### config.mk
export PLATFORM = sky130hd
export DESIGN_NAME = regfile_scoreboard
export DESIGN_NICKNAME = d
export VERILOG_FILES = /design/src/rtl/regfile_pkg.sv /design/src/rtl/busy_scoreboard.sv /design/src/rtl/regfile_scoreboard.sv
export SDC_FILE = /design/constraint.sdc
export NUM_CORES = 2
export LEC_CHECK = 0
export CAP_MARGIN = 15
export CORE_MARGIN = 3
export CORE_UTILIZATION = 50
export CTS_CLUSTER_SIZE = 24
export DETAILED_ROUTE_END_ITERATION = 16
export MAX_ROUTING_LAYER = met4
export PLACE_DENSITY_LB_ADDON = 0.15
export SLEW_MARGIN = 5
export SYNTH_ARGS = -nofsm -noshare
export SYNTH_HDL_FRONTEND = slang
export SYNTH_SLANG_ARGS = --single-unit
### constraint.sdc
create_clock -name clock -period 13.3 [get_ports clock]
set_clock_uncertainty 0.2 [all_clocks]
set_input_delay 3.99 -clock clock [delete_from_list [all_inputs] [get_ports clock]]
set_output_delay 3.99 -clock clock [all_outputs]
set_load 0.01 [all_outputs]
### src/rtl/regfile_pkg.sv
// regfile_pkg: shared register-file constants and index-width helper
package regfile_pkg;
  localparam int ZERO_IDX = 0;
  localparam int DEF_DATA_W = 32;
  localparam int DEF_NUM_REGS = 32;
  function automatic int clog2(input int n);
    int r = 0;
    for (int v = n - 1; v > 0; v >>= 1) r++;
    return r;
  endfunction
endpackage

### src/rtl/busy_scoreboard.sv
// busy_scoreboard: per-register pending-producer bits with issue > flush > write-clear priority
module busy_scoreboard import regfile_pkg::*; #(
  parameter int NUM_REGS = DEF_NUM_REGS,
  localparam int ADDR_W = clog2(NUM_REGS)
) (
  input  logic                clock,
  input  logic                ctrl_reset,
  input  logic                ctrl_writeEnable,
  input  logic [ADDR_W-1:0]   ctrl_writeReg,
  input  logic                ctrl_issueEnable,
  input  logic [ADDR_W-1:0]   ctrl_issueReg,
  input  logic                ctrl_flush,
  output logic [NUM_REGS-1:0] busyNext,
  output logic                busy_any
);
  logic [NUM_REGS-1:0] busy;
  always_comb begin
    busyNext = '0;
    for (int i = 0; i < NUM_REGS; i++)
      busyNext[i] = (ctrl_reset || i == ZERO_IDX) ? 1'b0 :
                    (ctrl_issueEnable && ctrl_issueReg == ADDR_W'(i)) ? 1'b1 :
                    (ctrl_flush || (ctrl_writeEnable && ctrl_writeReg == ADDR_W'(i))) ? 1'b0 :
                    busy[i];
  end
  always_ff @(posedge clock) begin
    if (ctrl_reset) begin
      busy <= '0;
      busy_any <= 1'b0;
    end else begin
      busy <= busyNext;
      busy_any <= |busyNext;
    end
  end
endmodule

### src/rtl/regfile_scoreboard.sv
// regfile_scoreboard: multi-port register file with write-to-read bypass and RAW busy scoreboard
module regfile_scoreboard import regfile_pkg::*; #(
  parameter int DATA_W = DEF_DATA_W,
  parameter int NUM_REGS = DEF_NUM_REGS,
  parameter int NUM_RD = 2,
  localparam int ADDR_W = clog2(NUM_REGS)
) (
  input  logic                     clock,
  input  logic                     ctrl_reset,
  input  logic                     ctrl_writeEnable,
  input  logic [ADDR_W-1:0]        ctrl_writeReg,
  input  logic [DATA_W-1:0]        data_writeReg,
  input  logic                     ctrl_issueEnable,
  input  logic [ADDR_W-1:0]        ctrl_issueReg,
  input  logic                     ctrl_flush,
  input  logic [NUM_RD*ADDR_W-1:0] ctrl_readReg,
  output logic [NUM_RD*DATA_W-1:0] data_readReg,
  output logic [NUM_RD-1:0]        data_readBusy,
  output logic                     busy_any
);
  logic [DATA_W-1:0] regs [NUM_REGS];
  logic [NUM_REGS-1:0] busyNext;
  always_ff @(posedge clock) begin
    if (ctrl_reset) regs <= '{default: '0};
    else if (ctrl_writeEnable && ctrl_writeReg != ADDR_W'(ZERO_IDX)) regs[ctrl_writeReg] <= data_writeReg;
  end
  busy_scoreboard #(.NUM_REGS(NUM_REGS)) sb (
    .clock(clock),
    .ctrl_reset(ctrl_reset),
    .ctrl_writeEnable(ctrl_writeEnable),
    .ctrl_writeReg(ctrl_writeReg),
    .ctrl_issueEnable(ctrl_issueEnable),
    .ctrl_issueReg(ctrl_issueReg),
    .ctrl_flush(ctrl_flush),
    .busyNext(busyNext),
    .busy_any(busy_any)
  );
  for (genvar k = 0; k < NUM_RD; k++) begin : g_rd
    logic [ADDR_W-1:0] idx;
    always_comb begin
      idx = ctrl_readReg[k*ADDR_W +: ADDR_W];
      data_readReg[k*DATA_W +: DATA_W] = (idx == ADDR_W'(ZERO_IDX)) ? '0 :
        (ctrl_writeEnable && ctrl_writeReg == idx) ? data_writeReg :
        ctrl_reset ? '0 : regs[idx];
      data_readBusy[k] = busyNext[idx];
    end
  end
endmodule
==> summary.txt <==
WP data required -> 9.11 ns
pre-CTS WS -> 1.43 ns
Chip Width -> 335 µm
Max-slew headroom -> 18.2%
Net Sw Frac -> 25.0%
Post-Syn Area per Cell -> 9.22 µm²
total setup buffers inserted after CTS -> 0
DPL Wire Length -> 109 mm
WS Path Type -> in2out
Clock Pin Slew Worst Setup and Hold Paths -> 0.06 ns
area growth from synthesis to layout -> 11.3%
post-CTS sizing -> 0
detailed-route DRC error count -> 0
drt total wl -> 207 mm
gp weighted congestion -> 0.932
post-route ant nets -> 0
synth top area cells -> dfxtp_1, mux4_2, nand2_1, a21oi_1, clkbuf_1
FF/Latch Area -> 21,100 µm²
Worst-Margin Slew -> 1.22 ns
# IOs -> 124
Int Pwr -> 5.35 mW
Synth async-reset ratio -> 0%
layout cells sized above 1 -> 19.0%
Overflow after GRT -> 0
Synth top area share -> 39.1%
first-iteration detailed-routing DRC count -> 7,078
final-report max-slew violation count -> 0
total power -> 7.14 mW
CP Data Arrival Time -> 7.78 ns
Period Utilization, post-route -> 90.0%
core footprint -> 107,000 µm²
post-synthesis net count -> 5,922
Longest Clk Path Bufs -> 3
root buffer cell -> clkbuf_16
Clock Latency Late Sink -> 0.71 ns
Die ar. -> 112,000 µm²
final hold vios -> 0
fin area -> 60,200 µm²
fmax -> 83.5 MHz
CP Capture Type -> output pin
Worst Setup Start Kind -> input port
CTS tree -> built
starting density of the core -> 50.5%
number of library cell types mapped by synthesis -> 70
Via density -> 6.57
# hold bufs at CTS -> 0
count leader, synth -> nand2_1
nets -> 5,694
Psw -> 1.79 mW
worst vdd ir -> 0.103 mV
min Tclk post-route -> 11.97 ns
row cnt -> 120
GRT Util Overall -> 37.2%
final core occ -> 56.2%
count of TritonRoute iterations in the first routing pass -> 6
worst min path class -> reg2reg
post-synthesis cell area -> 54,100 µm²
largest net degree at the start of global routing -> 195
vias in the first global route -> 43,459
Pleak -> 19.2 nW
Worst Path Max Fanout -> 21
Buffers on Ports -> 123
H-tree depth -> 3
number of synthesized flops with an enable pin -> 0
Placement Cell Area -> 56,200 µm²
RSZ-0062 raised after global routing -> false
Yosys reg bits -> 1,056
setup TNS -> 0 ns
area of the multi-input gates -> 30,600 µm²
combinational share of power -> 7.8%
Ys Warns -> 0
Synth top cells by count -> nand2_1, dfxtp_1, a21oi_1, mux4_2, clkbuf_1
TritonCTS Buffers -> 114
Synth area leader -> dfxtp_1
Seq pwr share -> 44.8%
Die Y-Extent -> 335 µm
WL per Instance -> 28.9 µm
Clk pwr share -> 47.4%
Vias -> 46,909
global-route wire length before repair -> 299 mm
PD cells -> 119 nW/µm²
final setup vio count -> 0
final worst slack -> 1.33 ns
cells after synthesis -> 5,865
Max Cap Viol -> 0
Seq/Total Area, Yosys -> 39.1%
initial antenna violation count -> 8
Main synth FF type -> dfxtp_1
FILL cells -> 9,487
status -> complete, no violations
clock tree sinks -> 1,056
power groups by stage:
stage	sequential, mW	combinational (mW)	clock (mW)
after floorplan	3.27	0.363	0
after global placement	3.27	0.545	0
after detailed placement	3.27	0.544	0
after CTS	3.20	0.545	3.41
after global routing	3.20	0.579	3.53
final	3.20	0.556	3.38
per-stage QoR:
stage / hold WS (ns) / cells
2_1_floorplan: 0.243 / 5865
3_3_place_gp: 0.248 / 6922
3_5_place_dp: 0.256 / 6923
4_1_cts: 0.264 / 7137
5_1_grt: 0.281 / 7141
6_report: 0.264 / 7143
critical path: stages:
cell             delay (ns)
clkdlybuf4s50_1        0.79
xor2_1                 0.32
nor4_1                 0.33
nand3_1                0.21
nor2_4                 1.01
buf_4                  0.34
nand2_1                0.07
o21ai_0                0.10
clkdlybuf4s50_1        0.60
flip-flops by register name (all words and copies together), names as in the netlist:
register,flops
sb.busy,31
regs,1024
sb.busy_any,1
logic make-up after synthesis:
group           Yosys count  synth area share, %
simple gates           2290                 16.7
compound gates         1153                 11.1
flops                  1056                 39.1
mux                     706                 27.9
buf+inv                 647                 5.01
xor+xnor                 13                0.210
placed cells by master (no fill, tap or decap), types with 6 or more instances in the layout:
master / count
o211ai_1: 21
inv_1: 16
clkinv_2: 24
mux4_2: 640
nor4_1: 9
clkinvlp_4: 8
nor2_1: 12
a21oi_1: 1006
nand3_1: 15
buf_8: 6
o21ai_0: 40
nand2_1: 2096
nor2b_1: 39
buf_12: 17
inv_6: 6
xor2_1: 8
mux2i_1: 66
nor2_4: 32
buf_4: 146
o21ai_1: 36
dfxtp_1: 1056
clkbuf_1: 13
nand4_1: 10
clkbuf_16: 116
o2111ai_1: 8
bufinv_16: 10
clkdlybuf4s50_1: 114
clkbuf_8: 35
nand2_2: 32
path summary, 6_finish.rpt:
check,from,endpoint,slack (ns),cells past startpoint
setup / recovery,ctrl_writeReg[2],data_readReg[42],1.33,9
hold / removal,regs[840]$_SDFFE_PP0P_,regs[840]$_SDFFE_PP0P_,0.26,2
setup reg to reg,sb.busy[16]$_SDFF_PP0_,sb.busy_any$_SDFF_PP0_,11.40,5
hold reg to reg,regs[840]$_SDFFE_PP0P_,regs[840]$_SDFFE_PP0P_,0.26,2
layer usage:
layer / track usage (%) / routed length (µm) / vias to the layer above / part of all wire (%)
met3: 9.01 / 26800 / 583 / 13
met5: - / 0 / - / 0
met1: 51.1 / 80200 / 23105 / 39
met4: 15.1 / 9440 / 0 / 4.6
li1: - / - / 20097 / -
met2: 53.1 / 90200 / 3124 / 44
cell type report:
type,count,area share (%)
Antenna cell,5,0.0208
Clock buffer,164,5.70
Clock inverter,50,0.956
Inverter,18,0.118
Multi-Input combinational cell,4162,50.7
Sequential cell,1056,35.1
Tap cell,1403,2.91
Timing Repair Buffer,285,4.46
Power figures use the tool's default switching activity.
